===== config.mk =====
export PLATFORM = sky130hd
export DESIGN_NAME = hazard_flush_ctrl_flat
export DESIGN_NICKNAME = d
export VERILOG_FILES = /design/src/rtl/hazard_pkg.sv /design/src/rtl/hazard_flush_ctrl_if.sv /design/src/rtl/hz_mem_watchdog.sv /design/src/rtl/hazard_flush_ctrl.sv /design/src/flat_wrapper.sv
export SDC_FILE = /design/constraint.sdc
export NUM_CORES = 1
export LEC_CHECK = 0
export ABC_AREA = 0
export CORE_MARGIN = 4
export CORE_UTILIZATION = 29
export CTS_CLUSTER_SIZE = 24
export DETAILED_ROUTE_END_ITERATION = 12
export PLACE_DENSITY_LB_ADDON = 0.2
export SETUP_SLACK_MARGIN = 0.5
export SLEW_MARGIN = 20
export SYNTH_ARGS = -nofsm -noshare
export SYNTH_HDL_FRONTEND = slang
export SYNTH_SLANG_ARGS = --single-unit

===== constraint.sdc =====
create_clock -name clk -period 2.5 [get_ports clk]
set_input_delay 0.5 -clock clk [delete_from_list [all_inputs] [get_ports clk]]
set_output_delay 0.5 -clock clk [all_outputs]
set_load 0.05 [all_outputs]

===== src/rtl/hazard_pkg.sv =====
// Shared opcode constants, watchdog state encoding and register-use decode
// for the RV32I hazard/flush sequencer.
package hazard_pkg;

   localparam logic [4:0] OP_R      = 5'b01100;
   localparam logic [4:0] OP_OPIMM  = 5'b00100;
   localparam logic [4:0] OP_LOAD   = 5'b00000;
   localparam logic [4:0] OP_STORE  = 5'b01000;
   localparam logic [4:0] OP_BRANCH = 5'b11000;
   localparam logic [4:0] OP_JALR   = 5'b11001;
   localparam logic [4:0] OP_JAL    = 5'b11011;
   localparam logic [4:0] OP_LUI    = 5'b01101;
   localparam logic [4:0] OP_AUIPC  = 5'b00101;

   typedef enum logic [1:0] {
      ST_RUN  = 2'd0,
      ST_WAIT = 2'd1,
      ST_ERR  = 2'd2
   } wd_state_e;

   function automatic logic use_rs1(input logic [4:0] op);
      return !((op == OP_LUI) || (op == OP_AUIPC) || (op == OP_JAL));
   endfunction

   function automatic logic use_rs2(input logic [4:0] op);
      return (op == OP_R) || (op == OP_STORE) || (op == OP_BRANCH);
   endfunction

   function automatic logic is_mem_op(input logic [4:0] op);
      return (op == OP_LOAD) || (op == OP_STORE);
   endfunction

endpackage


===== src/rtl/hazard_flush_ctrl_if.sv =====
// Pipeline-side bundle of the hazard sequencer: stage fields in, pipe controls
// and performance counters out. master = pipeline, slave = sequencer.
interface hazard_flush_ctrl_if #(
   parameter int CNT_W = 32
);
   logic [4:0]       D_op;
   logic [4:0]       D_rs1;
   logic [4:0]       D_rs2;
   logic [4:0]       E_op;
   logic [4:0]       E_rd;
   logic             E_b;
   logic [4:0]       M_op;
   logic             dm_ready;
   logic             stall;
   logic             pipe_hold;
   logic             FD_flush;
   logic             DE_flush;
   logic             next_pc_sel;
   logic             mem_err;
   logic [CNT_W-1:0] stall_cnt;
   logic [CNT_W-1:0] flush_cnt;
   logic [CNT_W-1:0] hold_cnt;

   modport master (
      output D_op, D_rs1, D_rs2, E_op, E_rd, E_b, M_op, dm_ready,
      input  stall, pipe_hold, FD_flush, DE_flush, next_pc_sel, mem_err,
             stall_cnt, flush_cnt, hold_cnt
   );

   modport slave (
      input  D_op, D_rs1, D_rs2, E_op, E_rd, E_b, M_op, dm_ready,
      output stall, pipe_hold, FD_flush, DE_flush, next_pc_sel, mem_err,
             stall_cnt, flush_cnt, hold_cnt
   );
endinterface


===== src/rtl/hz_mem_watchdog.sv =====
// Data-memory wait sequencer: freezes the pipe while M waits on dm_ready and
// bounds the wait. HAZARD_PERF_CNT_EN builds the WAIT-cycle counter.
//   state | meaning
//   RUN   | no outstanding wait; holds only on the first busy cycle
//   WAIT  | waiting for dm_ready, wcnt counts waited cycles
//   ERR   | timeout seen; one cycle, sets sticky mem_err
module hz_mem_watchdog
   import hazard_pkg::*;
#(
   parameter int MEM_TIMEOUT = 16,
   parameter int CNT_W       = 32
) (
   input  logic             clk,
   input  logic             rst,
   input  logic             mem_busy_i,
   input  logic             dm_ready_i,
   output logic             pipe_hold_o,
   output logic             mem_err_o,
   output logic [CNT_W-1:0] hold_cnt_o
);

   localparam int WCNT_W = $clog2(MEM_TIMEOUT);
   localparam logic [WCNT_W-1:0] WCNT_LAST = WCNT_W'(MEM_TIMEOUT - 1);

   wd_state_e         state_q, state_d;
   logic [WCNT_W-1:0] wcnt_q, wcnt_d;
   logic              mem_err_q, mem_err_d;

   always_ff @(posedge clk or posedge rst) begin
      if (rst) begin
         state_q   <= ST_RUN;
         wcnt_q    <= '0;
         mem_err_q <= 1'b0;
      end else begin
         state_q   <= state_d;
         wcnt_q    <= wcnt_d;
         mem_err_q <= mem_err_d;
      end
   end

   always_comb begin
      state_d     = state_q;
      wcnt_d      = wcnt_q;
      mem_err_d   = mem_err_q;
      pipe_hold_o = 1'b0;
      case (state_q)
         ST_RUN: begin
            if (mem_busy_i) begin
               pipe_hold_o = 1'b1;
               state_d     = ST_WAIT;
               wcnt_d      = WCNT_W'(1);
            end
         end
         ST_WAIT: begin
            if (dm_ready_i) begin
               state_d = ST_RUN;
               wcnt_d  = '0;
            end else if (wcnt_q == WCNT_LAST) begin
               // hold drops here so the stalled access retires as if completed
               state_d = ST_ERR;
               wcnt_d  = '0;
            end else begin
               pipe_hold_o = 1'b1;
               wcnt_d      = wcnt_q + WCNT_W'(1);
            end
         end
         ST_ERR: begin
            mem_err_d = 1'b1;
            state_d   = ST_RUN;
         end
         default: state_d = ST_RUN;
      endcase
   end

   assign mem_err_o = mem_err_q;

`ifdef HAZARD_PERF_CNT_EN
   logic [CNT_W-1:0] hold_cnt_q;

   // the cycle that sees dm_ready return is not a waited cycle
   always_ff @(posedge clk or posedge rst) begin
      if (rst) begin
         hold_cnt_q <= '0;
      end else if ((state_q == ST_WAIT) && !dm_ready_i && (hold_cnt_q != '1)) begin
         hold_cnt_q <= hold_cnt_q + CNT_W'(1);
      end
   end

   assign hold_cnt_o = hold_cnt_q;
`else
   assign hold_cnt_o = {CNT_W{1'b0}};
`endif

endmodule


===== src/rtl/hazard_flush_ctrl.sv =====
// Hazard/flush sequencer for the 5-stage RV32I pipe: load-use stall, E-stage
// redirect flush, memory-wait hold. HAZARD_PERF_CNT_EN builds the perf counters.
module hazard_flush_ctrl
   import hazard_pkg::*;
#(
   parameter int MEM_TIMEOUT = 16,
   parameter int CNT_W       = 32
) (
   input logic                clk,
   input logic                rst,
   hazard_flush_ctrl_if.slave bus
);

   logic             lu_hz;
   logic             redir;
   logic             mem_busy;
   logic             pipe_hold;
   logic             redir_go;
   logic             stall_go;
   logic             mem_err;
   logic [CNT_W-1:0] hold_cnt;

   always_comb begin
      lu_hz = (bus.E_op == OP_LOAD) && (bus.E_rd != 5'd0) &&
              ((use_rs1(bus.D_op) && (bus.D_rs1 == bus.E_rd)) ||
               (use_rs2(bus.D_op) && (bus.D_rs2 == bus.E_rd)));
      redir = (bus.E_op == OP_JAL) || (bus.E_op == OP_JALR) ||
              ((bus.E_op == OP_BRANCH) && bus.E_b);
      mem_busy = is_mem_op(bus.M_op) && !bus.dm_ready;
   end

   hz_mem_watchdog #(
      .MEM_TIMEOUT (MEM_TIMEOUT),
      .CNT_W       (CNT_W)
   ) u_watchdog (
      .clk         (clk),
      .rst         (rst),
      .mem_busy_i  (mem_busy),
      .dm_ready_i  (bus.dm_ready),
      .pipe_hold_o (pipe_hold),
      .mem_err_o   (mem_err),
      .hold_cnt_o  (hold_cnt)
   );

   // a held E stage keeps its redirect pending until the first released cycle
   assign redir_go = redir & ~pipe_hold;
   assign stall_go = lu_hz & ~pipe_hold;

   assign bus.pipe_hold   = pipe_hold;
   assign bus.stall       = stall_go;
   assign bus.FD_flush    = redir_go;
   assign bus.DE_flush    = redir_go;
   assign bus.next_pc_sel = ~redir_go;
   assign bus.mem_err     = mem_err;
   assign bus.hold_cnt    = hold_cnt;

`ifdef HAZARD_PERF_CNT_EN
   logic [CNT_W-1:0] stall_cnt_q;
   logic [CNT_W-1:0] flush_cnt_q;

   always_ff @(posedge clk or posedge rst) begin
      if (rst) begin
         stall_cnt_q <= '0;
         flush_cnt_q <= '0;
      end else begin
         if (stall_go && (stall_cnt_q != '1)) begin
            stall_cnt_q <= stall_cnt_q + CNT_W'(1);
         end
         if (redir_go && (flush_cnt_q != '1)) begin
            flush_cnt_q <= flush_cnt_q + CNT_W'(1);
         end
      end
   end

   assign bus.stall_cnt = stall_cnt_q;
   assign bus.flush_cnt = flush_cnt_q;
`else
   assign bus.stall_cnt = {CNT_W{1'b0}};
   assign bus.flush_cnt = {CNT_W{1'b0}};
`endif

endmodule

===== src/flat_wrapper.sv =====
// flat-port wrapper written by rule: the top's interface ports become plain ports
module hazard_flush_ctrl_flat import hazard_pkg::*;
#(
   parameter int MEM_TIMEOUT = 16,
   parameter int CNT_W       = 32
)
  (clk, rst, bus_D_op, bus_D_rs1, bus_D_rs2, bus_E_op, bus_E_rd, bus_E_b, bus_M_op, bus_dm_ready, bus_stall, bus_pipe_hold, bus_FD_flush, bus_DE_flush, bus_next_pc_sel, bus_mem_err, bus_stall_cnt, bus_flush_cnt, bus_hold_cnt);
  hazard_flush_ctrl_if #(.CNT_W(CNT_W)) bus_i ();
  input logic clk;
  input logic rst;
  input wire logic [$bits(bus_i.D_op)-1:0] bus_D_op;
  input wire logic [$bits(bus_i.D_rs1)-1:0] bus_D_rs1;
  input wire logic [$bits(bus_i.D_rs2)-1:0] bus_D_rs2;
  input wire logic [$bits(bus_i.E_op)-1:0] bus_E_op;
  input wire logic [$bits(bus_i.E_rd)-1:0] bus_E_rd;
  input wire logic [$bits(bus_i.E_b)-1:0] bus_E_b;
  input wire logic [$bits(bus_i.M_op)-1:0] bus_M_op;
  input wire logic [$bits(bus_i.dm_ready)-1:0] bus_dm_ready;
  output wire logic [$bits(bus_i.stall)-1:0] bus_stall;
  output wire logic [$bits(bus_i.pipe_hold)-1:0] bus_pipe_hold;
  output wire logic [$bits(bus_i.FD_flush)-1:0] bus_FD_flush;
  output wire logic [$bits(bus_i.DE_flush)-1:0] bus_DE_flush;
  output wire logic [$bits(bus_i.next_pc_sel)-1:0] bus_next_pc_sel;
  output wire logic [$bits(bus_i.mem_err)-1:0] bus_mem_err;
  output wire logic [$bits(bus_i.stall_cnt)-1:0] bus_stall_cnt;
  output wire logic [$bits(bus_i.flush_cnt)-1:0] bus_flush_cnt;
  output wire logic [$bits(bus_i.hold_cnt)-1:0] bus_hold_cnt;
  assign bus_i.D_op = bus_D_op;
  assign bus_i.D_rs1 = bus_D_rs1;
  assign bus_i.D_rs2 = bus_D_rs2;
  assign bus_i.E_op = bus_E_op;
  assign bus_i.E_rd = bus_E_rd;
  assign bus_i.E_b = bus_E_b;
  assign bus_i.M_op = bus_M_op;
  assign bus_i.dm_ready = bus_dm_ready;
  assign bus_stall = bus_i.stall;
  assign bus_pipe_hold = bus_i.pipe_hold;
  assign bus_FD_flush = bus_i.FD_flush;
  assign bus_DE_flush = bus_i.DE_flush;
  assign bus_next_pc_sel = bus_i.next_pc_sel;
  assign bus_mem_err = bus_i.mem_err;
  assign bus_stall_cnt = bus_i.stall_cnt;
  assign bus_flush_cnt = bus_i.flush_cnt;
  assign bus_hold_cnt = bus_i.hold_cnt;
  hazard_flush_ctrl #(.MEM_TIMEOUT(MEM_TIMEOUT), .CNT_W(CNT_W)) u_core (.clk(clk), .rst(rst), .bus(bus_i));
endmodule

==> qor.txt, run 1 <==
critical path class = in2out
crit start category = primary input
io pins = 136
DRT iter0 DRCs = 20
Pleak = 0.897 nW
height of the die = 75.4 µm
Synth top area share = 55.3%
ant diodes = 0
CP max FO = 3
yosys warns = 0
Num Clock Sinks = 7
DRT antenna net count = 0
fraction of layout cells with a size suffix above 1 = 25.2%
WL per Instance = 9.84 µm
critical-path cell list = clkdlybuf4s15_1 > xor2_1 > or4_4 > a211oi_4 > buf_12
post-synth cell types = 34
Synth area leader = buf_4
Reg2Reg Setup Slack = 1160 ps
Critical Path End Type = output pin
Port Buffers = 38
CP peak stage delay = 490 ps
sw frac = 56.4%
# hold bufs at CTS = 0
final RePlAce weighted congestion = 0.735
ys async rst share = 100%
# DRC = 0
part of the power in registers = 17.6%
switching power = 451 µW
maximum clock rate = 425 MHz
Combinational Power Share = 62.5%
die area = 0.00568 mm²
initial antenna violation count = 0
PwrDens = 476 mW/mm²
Starting Density = 30.0%
WP data arrival = 1850 ps
latest clock arrival within the worst-skew pair = 230 ps
largest net degree at the start of global routing = 8
status = finished clean
clock-pin slew on the worst setup and hold paths = 40 ps
final hold vios = 0
Post-Syn Instances = 161
Final min period = 2350 ps
WP data required = 2000 ps
final wirelength = 2660 µm
Final Skew = 3.46 ps
Clock Power Share = 19.9%
Num CTS Buffers = 3
register area share after synthesis = 13.3%
hold depth = 1
drt first pass iters = 4
vias in the first global route = 842
Core Area = 0.00438 mm²
count of max-cap constraint violations = 0
Total Power = 800 µW
Hold Path Class = reg2reg
grt total ovfl = 0
P_int = 349 µW
# fillers = 480
Max Root-Sink Buffers = 2
first-pass GRT wire length = 3640 µm
Die W = 75.4 µm
fin crit share = 94.1%
R2R depth = 5
All-Layer GR Usage = 8.17%
maximum vdd drop = 191 µV
row cnt = 24
Most used DFF post-synth = dfrtp_1
CP max-delay cell = or4_4
Yosys reg bits = 7
# H-tree levels = 1
top-count cell post-synth = buf_4
Final nets = 254
mean post-synth cell area = 8.18 µm²
number of flops mapped to enable cells by yosys = 0
Final Slew Violations = 0
Cell Area, Synth = 0.00132 mm²
Area growth syn-to-layout = 27.6%
RSZ-0062 raised after global routing = yes
vias = 949
Clock Tree Root = clkbuf_8
post-DP HPWL = 2320 µm
Final setup viols = 0
CTS tree = done
Post-synth top cells = buf_4, dfrtp_1, xor2_1
Fin Setup TNS = 0 ps
top post-synthesis cells by area = buf_4, dfrtp_1, xor2_1, xnor2_1, or4_1
DR vias/cell = 3.51
==> flip-flops by register name (all words and copies together) (netlist names) <==
name / count
u_core.u_watchdog.mem_err_o: 1
u_core.u_watchdog.wcnt_q: 4
u_core.u_watchdog.state_q: 2
==> final cells by class <==
class / instances / area [µm²] / share of cell area (%)
well taps: 52 / 65.1 / 3.87
clock buffers: 4 / 45.0 / 2.68
multi-input cells: 149 / 851 / 50.7
flip-flops and latches: 7 / 175 / 10.4
repair buffers: 55 / 532 / 31.7
inverters: 3 / 11.3 / 0.671
==> repair_timing <==
action	in CTS	in global routing
setup endpoints to repair	5	5
setup buffers	5	2
resized for setup	63	17
pin swaps	14	13
==> cells by family (layout without fill, tap and decap cells) <==
kind of cell | count (synthesis) | count (layout) | share of synthesized area [%]
fa+ha+maj | 1 | 1 | 0.950
buf+inv | 100 | 62 | 56.2
xor+xnor | 10 | 10 | 6.65
compound gates | 14 | 14 | 8.65
simple gates | 27 | 27 | 13.2
flops | 7 | 7 | 13.3
mux | 1 | 1 | 0.760
other cells | 1 | 96 | 0.285
==> metrics by stage <==
step	cell area, µm²	std cells	hold slack (ps)	setup slack [ps]	utilization [%]
final	1680	270	458	148	38.3
after CTS	1620	268	464	13.1	36.9
after global placement	1550	259	452	-219	35.3
after floorplan	1710	256	303	68.6	-
after detailed placement	1550	259	455	-214	35.3
after global routing	1680	270	471	91.2	38.3
==> path summary, 6_finish.rpt <==
path	to	startpoint
max	bus_stall	bus_E_rd[1]
max reg2reg	u_core.u_watchdog.wcnt_q[0]$_DFFE_PP0P_	u_core.u_watchdog.state_q[1]$_DFFE_PP0P_
min	u_core.u_watchdog.mem_err_o$_DFFE_PP0N_	u_core.u_watchdog.mem_err_o$_DFFE_PP0N_
max in group asynchronous	u_core.u_watchdog.state_q[1]$_DFFE_PP0P_	rst
min reg2reg	u_core.u_watchdog.mem_err_o$_DFFE_PP0N_	u_core.u_watchdog.mem_err_o$_DFFE_PP0N_
min in group asynchronous	u_core.u_watchdog.wcnt_q[3]$_DFFE_PP0P_	rst
==> layout by cell type (no fill, tap or decap), types with 5 or more instances in the layout <==
cell type        instances
xor2_1                   6
dlygate4sd2_1            6
buf_6                    5
buf_2                    7
dlymetal6s2s_1           5
clkdlybuf4s50_1          6
buf_12                   5
buf_4                   16
dfrtp_1                  7
conb_1                  96
==> worst max-delay path: cells and delay by family <==
family	cells	cell delay, ps
XOR/XNOR	1	180
buffers and inverters	2	380
AND/OR/NAND/NOR	1	490
AO/OA/AOI/OAI	1	290
==> power by group through the flow <==
stage / sequential (mW) / clock, mW / combinational, mW
after floorplan: 0.138 / 0 / 0.493
after global placement: 0.141 / 0 / 0.460
after detailed placement: 0.141 / 0 / 0.461
after CTS: 0.136 / 0.164 / 0.478
after global routing: 0.143 / 0.176 / 0.529
final: 0.141 / 0.159 / 0.499
==> metal layers <==
| layer | vias up | share of wire [%] | wire, µm | track usage (%) |
|---|---|---|---|---|
| li1 | 451 | - | - | - |
| met2 | 67 | 58 | 1540 | 15.1 |
| met1 | 427 | 28 | 735 | 8.41 |
| met5 | - | 0 | 0 | 0 |
| met4 | 0 | 0.56 | 15 | 1.17 |
| met3 | 4 | 14 | 369 | 4.09 |
Power figures use the tool's default switching activity.
==> run 2, diff against run 1 <==
- CELL_PAD_IN_SITES_DETAIL_PLACEMENT: unset -> 1
- CELL_PAD_IN_SITES_GLOBAL_PLACEMENT: unset -> 1
- CORE_UTILIZATION: 29 -> 19
- CTS_CLUSTER_SIZE: 24 -> 25
==> run 2 against run 1 <==
Against the previous run: via count is 0.63% lower; combinational power about the same; cell count up 11%; worst setup slack got worse by 11 ps; design area rose by 2.7%; largest power group unchanged; clock-buffer cell count unchanged; worst hold slack improved by 4.2 ps.
==> qor.txt, run 2 (same netlist as run 1, synthesis figures left out) <==
CP Depth = 5
All-Layer GR Usage = 6.55%
final wirelength = 3090 µm
Final Slew Violations = 0
count of max-cap constraint violations = 0
initial antenna violation count = 0
grt total ovfl = 0
crit path from = bus_E_rd[1]
io pins = 136
Num Clock Sinks = 7
maximum clock rate = 423 MHz
cell family with most CP delay = simple AND/OR/NAND/NOR gates
ant diodes = 0
R2R depth = 5
fin crit share = 94.5%
maximum vdd drop = 94.5 µV
CTS tree = done
# hold bufs at CTS = 0
critical path class = in2out
latest clock arrival within the worst-skew pair = 240 ps
Critical Path End Type = output pin
RR Startpoint = u_core.u_watchdog.state_q[1]$_DFFE_PP0P_
hold depth = 1
# H-tree levels = 1
Core Area = 0.00676 mm²
WP data required = 2000 ps
Reg2Reg Setup Slack = 1180 ps
Area growth syn-to-layout = 31.0%
DRT antenna net count = 0
PwrDens = 468 mW/mm²
Placed Area = 0.00158 mm²
pre-CTS WS = -222 ps
Final nets = 255
CP max-delay cell = or4_4
clock-pin slew on the worst setup and hold paths = 40 ps
Design Area, Final = 0.00172 mm²
largest net degree at the start of global routing = 8
commonest non-fill, non-tap cell in the layout = conb_1
Pleak = 0.890 nW
Starting Density = 19.5%
first-pass GRT wire length = 4280 µm
R2R Path End = u_core.u_watchdog.wcnt_q[0]$_DFFE_PP0P_
Final Skew = 0.716 ps
Biggest register = u_core.u_watchdog.wcnt_q
RSZ-0062 raised after global routing = yes
CP endpoint = bus_stall
Worst Hold Margin = 463 ps
die area = 0.00832 mm²
PnR worst setup slack = 137 ps
vias in the first global route = 916
status = finished clean
critical-path cell list = dlygate4sd2_1 > xor2_1 > or4_4 > a211oi_4 > buf_12
# DRC = 0
height of the die = 91.2 µm
CP peak stage delay = 500 ps
CP Buf/Inv Count = 2
most frequent cells in the layout = conb_1, buf_4, dlygate4sd2_1
WP data arrival = 1860 ps
drt first pass iters = 4
DRT iter0 DRCs = 4
Final min period = 2360 ps
crit start category = primary input
WL per Instance = 10.3 µm
number of flip-flops in the largest register = 4
final RePlAce weighted congestion = 0.694
Final setup viols = 0
Hold Path Class = reg2reg
Die W = 91.2 µm
fraction of layout cells with a size suffix above 1 = 25.6%
final hold vios = 0
Max Root-Sink Buffers = 2
vias = 943
post-DP HPWL = 2650 µm
Total Power = 807 µW
row cnt = 30
DR vias/cell = 3.15
Port Buffers = 38
CP max FO = 3
Clock Tree Root = clkbuf_8
Num CTS Buffers = 3
[run 2: cell types whose count changed in the layout (fill, tap and decap cells not counted), sizes merged]
| cell | before | now |
|---|---|---|
| dlymetal6s2s | 5 | 3 |
| clkdlybuf4s15 | 4 | 2 |
| dlygate4sd2 | 6 | 11 |
[run 2: metrics by stage]
step | utilization (%) | TNS, ps | cells
final | 25.5 | 0 | 299
after floorplan | - | 0 | 256
after CTS | 25.1 | 0 | 297
after global routing | 25.5 | 0 | 299
after global placement | 23.3 | -882 | 286
after detailed placement | 23.3 | -921 | 286
[run 2: cell type report]
type / count / area [µm²]
clock buffers: 4 / 45.0
fillers: 841 / 5030
inverters: 3 / 11.3
multi-input cells: 149 / 856
flip-flops and latches: 7 / 175
well taps: 80 / 100
repair buffers: 56 / 537
[run 2: worst min-delay path by stage]
stage | startpoint | endpoint | slack [ps]
2_1_floorplan | rst | u_core.u_watchdog.mem_err_o$_DFFE_PP0N_ | 300
3_3_place_gp | u_core.u_watchdog.mem_err_o$_DFFE_PP0N_ | u_core.u_watchdog.mem_err_o$_DFFE_PP0N_ | 450
3_5_place_dp | u_core.u_watchdog.mem_err_o$_DFFE_PP0N_ | u_core.u_watchdog.mem_err_o$_DFFE_PP0N_ | 460
4_1_cts | u_core.u_watchdog.mem_err_o$_DFFE_PP0N_ | u_core.u_watchdog.mem_err_o$_DFFE_PP0N_ | 470
5_1_grt | u_core.u_watchdog.mem_err_o$_DFFE_PP0N_ | u_core.u_watchdog.mem_err_o$_DFFE_PP0N_ | 500
6_report | u_core.u_watchdog.mem_err_o$_DFFE_PP0N_ | u_core.u_watchdog.mem_err_o$_DFFE_PP0N_ | 460
[run 2: layer usage]
layer	wire [µm]	track usage, %
met1	1010	6.07
met2	1660	12.0
met3	378	3.15
met4	48	3.14
met5	0	0
[run 2: power breakdown]
part / total (mW) / internal, mW / switching [mW]
Sequential: 0.139 / 0.126 / 0.0133
Combinational: 0.500 / 0.110 / 0.389
Clock: 0.168 / 0.111 / 0.0574
Total: 0.807 / 0.347 / 0.460
[run 2: what timing repair did]
action                                  in CTS  in global routing
gates resized for setup                     71                  7
endpoints found under the setup margin       5                  5
buffers inserted                             7                  2
pin swaps                                   13                 10
==> run 3, diff against run 2 <==
- ABC_CLOCK_PERIOD_IN_PS: unset -> 2500
- CTS_CLUSTER_SIZE: 25 -> 40
==> results of run 3 <==
The final DEF is identical to that of run 2; final timing and power are the same.
